===== config.mk =====
export PLATFORM = sky130hd
export DESIGN_NAME = seq_pattern_tx
export DESIGN_NICKNAME = d
export VERILOG_FILES = /design/src/rtl/seq_tx_pkg.sv /design/src/rtl/seq_tx_shifter.sv /design/src/rtl/seq_pattern_tx.sv
export SDC_FILE = /design/constraint.sdc
export NUM_CORES = 1
export LEC_CHECK = 0
export CAP_MARGIN = 20
export CORE_MARGIN = 2
export CORE_UTILIZATION = 41
export DETAILED_ROUTE_END_ITERATION = 10
export DONT_BUFFER_PORTS = 1
export PLACE_DENSITY = 0.66
export SLEW_MARGIN = 20
export SYNTH_ARGS = -nofsm -noshare
export SYNTH_HDL_FRONTEND = slang
export SYNTH_SLANG_ARGS = --single-unit
export TNS_END_PERCENT = 20

===== constraint.sdc =====
create_clock -name clk -period 5.6 [get_ports clk]
set_input_delay 0.84 -clock clk [delete_from_list [all_inputs] [get_ports clk]]
set_output_delay 0.84 -clock clk [all_outputs]
set_load 0.1 [all_outputs]

===== src/rtl/seq_tx_pkg.sv =====
// ============================================================================
// Module : seq_tx_pkg
// Brief  : Shared state encodings and preamble defaults for the seq TX/RX path.
// Rev    : 1.0  initial release
// ============================================================================
`default_nettype none

package seq_tx_pkg;

    localparam logic [2:0] ST_IDLE = 3'd0;
    localparam logic [2:0] ST_PRE  = 3'd1;
    localparam logic [2:0] ST_DATA = 3'd2;
    localparam logic [2:0] ST_PAR  = 3'd3;
    localparam logic [2:0] ST_GAP  = 3'd4;

    typedef enum logic [2:0] {
        S_IDLE = ST_IDLE,
        S_PRE  = ST_PRE,
        S_DATA = ST_DATA,
        S_PAR  = ST_PAR,
        S_GAP  = ST_GAP
    } tx_state_e;

    // The detector side locks onto these same values.
    localparam int         DEF_PRE_LEN  = 3;
    localparam logic [7:0] DEF_PREAMBLE = 8'b0000_0110;

    function automatic int max3(input int a, input int b, input int c);
        int m;
        m = (a > b) ? a : b;
        return (m > c) ? m : c;
    endfunction

endpackage

`default_nettype wire


===== src/rtl/seq_tx_shifter.sv =====
// ============================================================================
// Module : seq_tx_shifter
// Brief  : WIDTH-bit parallel-in / serial-out register, MSB first, with the
//          even parity of the loaded word held alongside.
// Rev    : 1.0  initial release
// ============================================================================
`default_nettype none

module seq_tx_shifter #(
    parameter int WIDTH = 8
) (
    input  logic             clk,
    input  logic             rst,
    input  logic             load_i,
    input  logic             shift_i,
    input  logic [WIDTH-1:0] din_i,
    output logic             msb_o,
    output logic             parity_o
);

    logic [WIDTH-1:0] shreg_q;
    logic             par_q;

    // Parity is captured at load because shifting destroys the word.
    always_ff @(posedge clk or negedge rst) begin
        if (!rst) begin
            shreg_q <= '0;
            par_q   <= 1'b0;
        end else if (load_i) begin
            shreg_q <= din_i;
            par_q   <= ^din_i;
        end else if (shift_i) begin
            shreg_q <= shreg_q << 1;
        end
    end

    assign msb_o    = shreg_q[WIDTH-1];
    assign parity_o = par_q;

endmodule

`default_nettype wire


===== src/rtl/seq_pattern_tx.sv =====
// ============================================================================
// Module : seq_pattern_tx
// Brief  : Serialises a handshaked word as preamble + MSB-first payload
//          [+ parity] + zero gap. Optional parity: define SEQ_TX_PARITY_EN.
// Rev    : 1.0  initial release
// ============================================================================
`default_nettype none

module seq_pattern_tx
    import seq_tx_pkg::*;
#(
    parameter int         WIDTH    = 8,
    parameter int         PRE_LEN  = DEF_PRE_LEN,
    parameter logic [7:0] PREAMBLE = DEF_PREAMBLE,
    parameter int         GAP      = 2
) (
    input  logic             clk,
    input  logic             rst,
    input  logic             in_valid,
    input  logic [WIDTH-1:0] in_data,
    output logic             in_ready,
    output logic             tx_bit,
    output logic             busy,
    output logic             done
);

    localparam int MAX_LEN = max3(PRE_LEN, WIDTH, GAP);
    localparam int CNT_W   = $clog2(MAX_LEN) + 1;

    localparam logic [CNT_W-1:0] PRE_LAST  = CNT_W'(PRE_LEN - 1);
    localparam logic [CNT_W-1:0] DATA_LAST = CNT_W'(WIDTH - 1);
    localparam logic [CNT_W-1:0] GAP_LAST  = CNT_W'((GAP > 0) ? GAP - 1 : 0);

    tx_state_e        state_q, state_d;
    logic [CNT_W-1:0] cnt_q, cnt_d;
    logic             tx_q, tx_d;
    logic             done_q, done_d;
    logic             w_load, w_shift;
    logic             w_msb, w_parity;
    logic [7:0]       w_pre_next;

    seq_tx_shifter #(
        .WIDTH (WIDTH)
    ) u_shifter (
        .clk      (clk),
        .rst      (rst),
        .load_i   (w_load),
        .shift_i  (w_shift),
        .din_i    (in_data),
        .msb_o    (w_msb),
        .parity_o (w_parity)
    );

    // cnt_q indexes the bit on the line now; the register captures the next one.
    assign w_pre_next = PREAMBLE >> (cnt_q - 1'b1);

    always_ff @(posedge clk or negedge rst) begin
        if (!rst) begin
            state_q <= S_IDLE;
            cnt_q   <= '0;
            tx_q    <= 1'b0;
            done_q  <= 1'b0;
        end else begin
            state_q <= state_d;
            cnt_q   <= cnt_d;
            tx_q    <= tx_d;
            done_q  <= done_d;
        end
    end

    always_comb begin
        state_d = state_q;
        cnt_d   = cnt_q;
        tx_d    = 1'b0;
        done_d  = 1'b0;
        w_load  = 1'b0;
        w_shift = 1'b0;
        unique case (state_q)
            S_IDLE: begin
                if (in_valid) begin
                    w_load  = 1'b1;
                    state_d = S_PRE;
                    cnt_d   = PRE_LAST;
                    tx_d    = PREAMBLE[PRE_LEN-1];
                end
            end
            S_PRE: begin
                if (cnt_q == '0) begin
                    state_d = S_DATA;
                    cnt_d   = DATA_LAST;
                    tx_d    = w_msb;
                    w_shift = 1'b1;
                end else begin
                    cnt_d = cnt_q - 1'b1;
                    tx_d  = w_pre_next[0];
                end
            end
            S_DATA: begin
                if (cnt_q != '0) begin
                    cnt_d   = cnt_q - 1'b1;
                    tx_d    = w_msb;
                    w_shift = 1'b1;
                end else begin
`ifdef SEQ_TX_PARITY_EN
                    state_d = S_PAR;
                    tx_d    = w_parity;
`else
                    if (GAP > 0) begin
                        state_d = S_GAP;
                        cnt_d   = GAP_LAST;
                    end else begin
                        state_d = S_IDLE;
                        done_d  = 1'b1;
                    end
`endif
                end
            end
            S_PAR: begin
`ifdef SEQ_TX_PARITY_EN
                if (GAP > 0) begin
                    state_d = S_GAP;
                    cnt_d   = GAP_LAST;
                end else begin
                    state_d = S_IDLE;
                    done_d  = 1'b1;
                end
`else
                state_d = S_IDLE;
`endif
            end
            S_GAP: begin
                if (cnt_q == '0) begin
                    state_d = S_IDLE;
                    done_d  = 1'b1;
                end else begin
                    cnt_d = cnt_q - 1'b1;
                end
            end
            default: state_d = S_IDLE;
        endcase
    end

    assign in_ready = (state_q == S_IDLE);
    assign busy     = (state_q != S_IDLE);
    assign tx_bit   = tx_q;
    assign done     = done_q;

`ifndef SEQ_TX_PARITY_EN
    logic w_unused;
    assign w_unused = w_parity;
`endif

endmodule

`default_nettype wire


Word-level counts from Yosys, hierarchy flattened
Index checks and enable logic that the tools add are counted.

Output and inout bits: 4. Input port bits: 11. Word-level logic and storage cells: 44. Register bits: 17.

Add/subtract/negate cells: 1. Eq/ne operators: 8. Multiplexer cells: 21. Shift operators: 1. Reduce and logical (&&, ||, !) cells: 8.

Operators with widths (count): $mux W4 (4); $mux W8 (2); $pmux W4 S4 (1); $mux W3 (4); $pmux W3 S4 (1); $ne A2 B2 Y1 const B (5); $reduce_bool A4 Y1 (2); $mux W1 (7); $logic_not A4 Y1 (1); $reduce_and A4 Y1 (1); $shr A3 B4 Y1 const A (1); $sub A4 B1 Y4 const B (1); $eq A3 B1 Y1 const B (1); $eq A3 B2 Y1 const B (1); $eq A3 B3 Y1 const B (1); $logic_not A3 Y1 (1); $pmux W1 S3 (1); $reduce_and A3 Y1 (1); $reduce_bool A3 Y1 (1); $pmux W1 S2 (1); $reduce_bool A2 Y1 (1).

Longest topological paths before layout
Gate-level depths: netlist of run 1.

Depth in word-level cells: 5. Depth in mapped cells: 9. Depth with buffers taken out: 6.

Modules after synthesis
From an unflattened synthesis of run 1, not the netlist that was laid out.

Cells, all modules: 112. Area, all modules: 1081.0 µm².

Modules (own cells, without submodules): seq_pattern_tx (cells each 67, instances 1, sequential area each 225.2 µm², area an instance 625.6 µm²); seq_tx_shifter (cells each 45, instances 1, sequential area each 225.2 µm², area an instance 455.4 µm²).

Worst setup path before layout of run 1
OpenSTA, ideal clock, no wires.

Path kind: flip-flop to output port. From: register state_q[0]. To: output port busy. Setup slack: 830 ps. Arrival time: 3930 ps. Path buffers: 0. Stages on the path, launching flop included: 3. Required time: 4760 ps. Cells stage by stage: dfrtp_1 > nor3_1 > inv_1.

Cells in the longest elaborated chain, start to end: 1.

Ends and longest elaborated chain: start: declaration (line seq_pattern_tx.sv:34) `tx_state_e state_q, state_d;`; start signal: assignment (line seq_pattern_tx.sv:64) `state_q <= state_d;`; $reduce_bool A3 Y1 (line seq_pattern_tx.sv:144) `assign busy = (state_q != S_IDLE);`; end: declaration (line seq_pattern_tx.sv:23) `output logic busy,`.

Every way passes these cells.

Final worst setup path of run 1
Ends and elaborated chain as after synthesis.

==> flow_summary.toml, run 1 <==
[pwr]
power_frac_comb = 0.550
net_switching_fraction_of_the_power = 0.509
ir_worst_vdd_mv = 0.425
p_int_mw = 0.363
power.leakage_nw = 0.432
cellPowerDensity_nw_per_um2 = 702
power_frac_seq = 0.359
netSwitchingPower_mw = 0.376
share_clk_of_total_power = 0.092

[finish]
share_of_post_route_cells_with_drive_strength_above_1 = 0.108
num-nets-final = 115
finalNonFillerCells = 130
antennaDiodeCount = 0
fill_cells = 224
layout-area-overhead-vs-synth_pct = 4.99
final_area_um2 = 1050

[route]
detailedRoute.firstIterationViolations = 23
routed_via_density = 5.58
dr_total_vias = 726
routed_wl_um = 1880
ant_nets = 0
wl_per_cell_um = 14.4
drc = 0
drtPass1Iterations = 4

[timing]
setup_repair_after_global_routing_missed_its_margin = "false"
finalCritPeriodShare = 0.471
setup_total_negative_slack_ns = 0
fin_crit_ns = 2.64
finalClockSkew_ns = 0.00513
timing_hold_violations_final = 0
fin_ws_ns = 2.97
tightest_slew_ns = 0.875
final-max-slew-violation-count = 0
fin_hold_ws_ns = 0.220
timing.slew.headroom = 0.417
setup_violations_final = 0
maxClockFrequency_mhz = 380

[setup_path]
worst_flop_to_flop_path_startpoint = "cnt_q[0]"
worstPathCellList = "nor3_2, inv_1"
criticalPathCategory = "flop to output port"
r2r_slack_ns = 3.06
r2r.worst_path.cells = 6
capture_point_of_the_worst_reg_to_reg_path = "u_shifter.shreg_q[1]"
setup.worst_path.end_class = "output port"
path_delay_family = "flip-flops"
critical_path_buf_inv_count = 1
crit_arrival_ns = 1.79
crit_slowest_cell = "sky130_fd_sc_hd__dfrtp_1"
critical_path_required_ns = 4.76
crit_path_max_fanout = 15
worst_path_largest_cell_delay_ns = 0.70
setup.worst_path.start_class = "flop"

[clocking]
cts_buffers = 3
clk_pin_slew_ns = 0.11
post_cts.repair.setup_buffers = 0
max-clock-path-buffers = 2
clock_latency_ns = 0.30
cts_tree = "built"
cts_root_buf = "sky130_fd_sc_hd__clkbuf_4"
post_cts_hold_buffer_count = 0
cts_resized = 0
clkSinkCount = 17
htreeDepth = 1

[logic_synthesis]
syn-cell-area_um2 = 1000
yosys.area_share.xor_xnor = 0.0349
synth_nets = 116
synth_largest_area_cell = "sky130_fd_sc_hd__dfrtp_1"
yosysWarningCount = 0
yosys-top-cells-area = "sky130_fd_sc_hd__dfrtp_1 42%, sky130_fd_sc_hd__mux2i_1 6.0%, sky130_fd_sc_hd__a21oi_1 5.5%, sky130_fd_sc_hd__nor2_1 3.7%, sky130_fd_sc_hd__a2111oi_4 2.7%"
synth-adder-area-share = 0.0224
area_share_of_the_leading_cell_type_in_the_synthesized_netlist = 0.424
synth_enable_flop_cells = 0
synth_flop_cell = "sky130_fd_sc_hd__dfrtp_1"
top_count_cell_post_synth = "sky130_fd_sc_hd__dfrtp_1"
ys_types = 40
fraction_of_the_mapped_netlist_area_in_simple_logic_gates = 0.188
synth_compound_gate_area_share = 0.209
netlist_top_cells_count = "17 x sky130_fd_sc_hd__dfrtp_1, 11 x sky130_fd_sc_hd__a21oi_1, 10 x sky130_fd_sc_hd__nor2_1"
ys_seq_elements = 17
dominant_combinational_cell_family_by_area_after_synthesis = "compound AO/OA/AOI/OAI gates"
syn-mean-instance-area_um2 = 9.65
synth_cells = 104
synth-seq-area-share = 0.424
synthArstFlopShare = 1.00
synth.area.mux_share = 0.0599

[die]
fp.dieW_um = 53.5
floorplan.die_area_um2 = 2860
floorplan.die.height_um = 53.5
boundaryPins = 15
rows = 17
floorplan.core_area_um2 = 2250
initial_core_util = 0.445

[flow_run]
max_cap_violations = 0

[run_status]
result_of_the_run = "finished, final reports clean"

[hold_path]
hold_class = "input pin to async pin"

[placement]
placed_cell_area_um2 = 1030
numPlacedInstances = 126
placement.io_buffers = 0
dp_hpwl_um = 1350
detailedPlace.worstSlack_ns = 3.07
finalWeightedCongestion = 0.815

[global_routing]
grt_start_max_net_pins = 18
grt_pass1_wl_um = 3240
first_global_vias = 714
antenna_found_initial = 0
overflow = 0
global_route.usage.total = 0.160
-- through the flow --
step | util | power, mW
final | 0.467 | 0.739
after detailed placement | 0.455 | 0.676
after global routing | 0.467 | 0.796
after CTS | 0.467 | 0.745
after global placement | 0.455 | 0.662
after floorplan | - | 0.607
-- state kept, by name, summed over array words and instances (netlist names) --
register           cells
cnt_q                  4
done                   1
state_q                3
tx_bit                 1
u_shifter.shreg_q      8
-- worst max-delay path by stage --
stage / start / slack, ns / to / cells after the start
floorplan: state_q[0] / 0.83 / busy / 2
global placement: cnt_q[0] / 3.18 / tx_bit / 6
detailed placement: cnt_q[0] / 3.07 / u_shifter.shreg_q[1] / 5
CTS: state_q[0] / 2.94 / busy / 2
global route: cnt_q[0] / 2.83 / u_shifter.shreg_q[7] / 6
finish: state_q[0] / 2.97 / busy / 2
-- kinds of logic after synthesis --
logic type	after synthesis
AND/OR/NAND/NOR	35
AO/OA/AOI/OAI	28
XOR/XNOR	4
flip-flops	17
multiplexers	6
adder cells (fa/ha/maj)	2
buffers and inverters	12
-- placed cells by master (no fill, tap or decap), types with 2 or more instances in the layout --
cell type and instances:
sky130_fd_sc_hd__nor2_1 10, sky130_fd_sc_hd__a21oi_1 11, sky130_fd_sc_hd__o22ai_1 3, sky130_fd_sc_hd__nor3_1 3, sky130_fd_sc_hd__inv_1 5, sky130_fd_sc_hd__nand2b_1 3, sky130_fd_sc_hd__nand2_1 5, sky130_fd_sc_hd__clkbuf_4 3
sky130_fd_sc_hd__nor3b_1 2, sky130_fd_sc_hd__mux2i_1 6, sky130_fd_sc_hd__nand3b_1 2, sky130_fd_sc_hd__xor2_1 3, sky130_fd_sc_hd__and3_1 2, sky130_fd_sc_hd__dfrtp_1 17
-- power groups by stage --
stage                     Sequential, mW  Clock, mW  Combinational, mW
after floorplan                    0.234          0              0.374
after global placement             0.266          0              0.396
after detailed placement           0.268          0              0.407
after CTS                          0.265     0.0712              0.408
after global routing               0.276     0.0762              0.444
final                              0.265     0.0678              0.406
-- final cells by class --
class | count | area, µm² | share of cell area
Inverter | 5 | 18.8 | 0.0178
Timing Repair Buffer | 1 | 25.0 | 0.0238
Multi-Input combinational cell | 75 | 522 | 0.495
Tap cell | 28 | 35.0 | 0.0333
Clock inverter | 1 | 5.00 | 0.00475
Clock buffer | 3 | 22.5 | 0.0214
Sequential cell | 17 | 425 | 0.404
-- routing by layer --
layer / global-route usage / share of wire / vias to the layer above
met1: 0.200 / 0.45 / 336
met5: 0 / 0 / -
met2: 0.265 / 0.49 / 19
li1: - / - / 369
met3: 0.0452 / 0.050 / 2
met4: 0.0427 / 0.0080 / 0
(Power assumes the default switching activity.)
==> run 2: changes to the inputs <==
--- a/config.mk
+++ b/config.mk
@@ -5,12 +5,13 @@
 export SDC_FILE = /design/constraint.sdc
 export NUM_CORES = 1
 export LEC_CHECK = 0
+export ABC_AREA = 1
 export CAP_MARGIN = 20
 export CORE_MARGIN = 2
 export CORE_UTILIZATION = 41
 export DETAILED_ROUTE_END_ITERATION = 10
 export DONT_BUFFER_PORTS = 1
-export PLACE_DENSITY = 0.66
+export PLACE_DENSITY = 0.68
 export SLEW_MARGIN = 20
 export SYNTH_ARGS = -nofsm -noshare
 export SYNTH_HDL_FRONTEND = slang
==> constraint.sdc (replaced) <==
create_clock -name clk -period 2.3 [get_ports clk]
set_input_delay 0.345 -clock clk [delete_from_list [all_inputs] [get_ports clk]]
set_output_delay 0.345 -clock clk [all_outputs]
set_load 0.1 [all_outputs]
==> run 2 against run 1 <==
Register-to-register slack lost 2.4 ns. Sequential power increased by 92%. Core utilization grew 1.4 points. Synthesized cell count is 24% higher. Die area is 1.0% lower. Wire length decreased by 6.1%. Global-route usage fell by 1.3 points. Worst hold slack lost 0.053 ns. Critical path type unchanged.
==> flow_summary.toml, run 2 <==
[run_status]
result_of_the_run = "finished, final reports clean"

[pwr]
power_total_mw = 1.81
cellPowerDensity_nw_per_um2 = 1670
power.leakage_nw = 0.581
ir_worst_vdd_mv = 0.696

[setup_path]
criticalPathCategory = "flop to output port"
crit_arrival_ns = 1.55
worst_path_largest_cell_delay_ns = 0.45
setup.worst_path.start_class = "flop"
crit_slowest_cell = "sky130_fd_sc_hd__dfrtp_1"
crit_path_max_fanout = 5
r2r_slack_ns = 0.71
setup.worst_path.end_class = "output port"
r2r.worst_path.cells = 9
worstPathCellList = "nor2_4, nand2_4, inv_1, buf_4"
critical_path_required_ns = 1.96
capture_point_of_the_worst_reg_to_reg_path = "u_shifter.shreg_q[4]"
worst_flop_to_flop_path_startpoint = "cnt_q[0]"

[logic_synthesis]
yosys-top-cells-area = "sky130_fd_sc_hd__dfrtp_1 43%, sky130_fd_sc_hd__nand2_1 20%, sky130_fd_sc_hd__nand3_1 8.6%, sky130_fd_sc_hd__nor2_8 4.0%, sky130_fd_sc_hd__inv_1 3.4%"
syn-mean-instance-area_um2 = 7.69
synth_flop_cell = "sky130_fd_sc_hd__dfrtp_1"
synth-adder-area-share = 0.0126
yosysWarningCount = 0
synth_enable_flop_cells = 0
fraction_of_the_mapped_netlist_area_in_simple_logic_gates = 0.478
synth_compound_gate_area_share = 0.0151
netlist_top_cells_count = "53 x sky130_fd_sc_hd__nand2_1, 17 x sky130_fd_sc_hd__dfrtp_1, 17 x sky130_fd_sc_hd__nand3_1"
ys_types = 19
synth_cells = 129
top_count_cell_post_synth = "sky130_fd_sc_hd__nand2_1"
synth-seq-area-share = 0.429
yosys.area_share.xor_xnor = 0.0177
synth_nets = 141
synthArstFlopShare = 1.00
dominant_combinational_cell_family_by_area_after_synthesis = "simple AND/OR/NAND/NOR gates"
ys_seq_elements = 17
synth_largest_area_cell = "sky130_fd_sc_hd__dfrtp_1"
syn-cell-area_um2 = 992
synth.area.mux_share = 0
area_share_of_the_leading_cell_type_in_the_synthesized_netlist = 0.429

[global_routing]
global_route.usage.total = 0.147
grt_start_max_net_pins = 18
antenna_found_initial = 0
first_global_vias = 741
overflow = 0
grt_pass1_wl_um = 2970

[die]
boundaryPins = 15
floorplan.die_area_um2 = 2830
floorplan.die.height_um = 53.2
rows = 17
initial_core_util = 0.440
fp.dieW_um = 53.2
floorplan.core_area_um2 = 2250

[timing]
maxClockFrequency_mhz = 529
timing_hold_violations_final = 0
fin_ws_ns = 0.408
setup_repair_after_global_routing_missed_its_margin = "false"
fin_crit_ns = 1.89
setup_total_negative_slack_ns = 0
finalClockSkew_ns = 0.00837
final-max-slew-violation-count = 0
setup_violations_final = 0
finalCritPeriodShare = 0.822
timing.slew.headroom = 0.482
tightest_slew_ns = 0.774

[clocking]
cts_resized = 0
htreeDepth = 1
cts_buffers = 3
max-clock-path-buffers = 2
clkSinkCount = 17
cts_tree = "built"
cts_root_buf = "sky130_fd_sc_hd__clkbuf_4"
post_cts_hold_buffer_count = 1
clk_pin_slew_ns = 0.10
post_cts.repair.setup_buffers = 0
clock_latency_ns = 0.29

[placement]
placement.io_buffers = 0
finalWeightedCongestion = 0.895
dp_hpwl_um = 1380
detailedPlace.worstSlack_ns = 0.723

[finish]
final_core_utilization = 0.482
layout-area-overhead-vs-synth_pct = 9.46
layout_commonest_cell = "sky130_fd_sc_hd__nand2_1"
share_of_post_route_cells_with_drive_strength_above_1 = 0.168
antennaDiodeCount = 0
largest_register_ffs = 8
layout.cells.most_common_list = "53 x sky130_fd_sc_hd__nand2_1, 17 x sky130_fd_sc_hd__nand3_1, 17 x sky130_fd_sc_hd__dfrtp_1, 9 x sky130_fd_sc_hd__inv_1, 9 x sky130_fd_sc_hd__nor2_1"
top_regs = "u_shifter.shreg_q: 8 flops, cnt_q: 4 flops, state_q: 3 flops"
num-nets-final = 150
largest-register = "u_shifter.shreg_q"

[hold_path]
min_from = "in_data[0]"
worst_hold_path.endpoint = "u_shifter.shreg_q[0]"
min_path_cells = 2
hold_class = "input pin to flop"

[route]
drc = 0
drtPass1Iterations = 4
detailedRoute.firstIterationViolations = 13
routed_wl_um = 1760
wl_per_cell_um = 10.7
dr_total_vias = 786
routed_via_density = 4.76
ant_nets = 0

[flow_run]
max_cap_violations = 0
==> run 2: cell types whose count changed after synthesis, moves of 6 or more <==
cell,change
sky130_fd_sc_hd__a21oi_1,-11
sky130_fd_sc_hd__nand3_1,+16
sky130_fd_sc_hd__mux2i_1,-6
sky130_fd_sc_hd__nand2_1,+48
==> run 2: worst max path at each step <==
stage	startpoint	end	slack (ns)	cells after the start
6_report	state_q[1]	in_ready	0.41	4
5_1_grt	state_q[1]	in_ready	0.30	4
4_1_cts	state_q[1]	in_ready	0.40	4
3_5_place_dp	cnt_q[0]	u_shifter.shreg_q[1]	0.72	9
3_3_place_gp	state_q[1]	in_ready	0.75	4
2_1_floorplan	state_q[1]	in_ready	0.47	3
==> run 2: cells by family (layout without fill, tap and decap cells) <==
group / after synthesis / after routing
DFF: 17 / 17
AOI/OAI and AO/OA: 3 / 3
buffers and inverters: 12 / 20
xor gates and xnor gates: 2 / 2
and+or+nand+nor: 94 / 94
adders and majority gates: 1 / 1
==> run 2: metrics by stage <==
step | std cells | hold WS [ns] | instance area [µm²]
after floorplan | 129 | 0.0494 | 992
after global placement | 160 | 0.0498 | 1050
after detailed placement | 160 | 0.0498 | 1050
after CTS | 165 | 0.160 | 1090
after global routing | 165 | 0.170 | 1090
final | 165 | 0.168 | 1090
==> run 2: power by group <==
part	internal, mW	switching [mW]	leakage (nW)
registers	0.423	0.0851	0.217
clock network	0.0673	0.0883	0.0150
logic	0.338	0.810	0.349
total	0.829	0.984	0.581
==> run 2: critical path, delay by kind of cell, from the launching register on <==
family | cells | cell delay (ns)
AND/OR/NAND/NOR | 2 | 0.40
buffers and inverters | 2 | 0.40
flip-flops | 1 | 0.45
==> run 2: cell type report <==
class	count	area [µm²]
Clock buffer	4	26.3
Inverter	12	47.5
Multi-Input combinational cell	100	519
Timing Repair Buffer	4	32.5
Sequential cell	17	425
Fill cell	244	1170
Tap cell	28	35.0
==> run 2: routing by layer <==
| metal | routed length (µm) | track usage | up-vias |
|---|---|---|---|
| met1 | 799 | 0.171 | 352 |
| met3 | 62 | 0.0339 | 2 |
| li1 | - | - | 422 |
| met5 | 0 | 0 | - |
| met2 | 887 | 0.254 | 10 |
| met4 | 12 | 0.0641 | 0 |
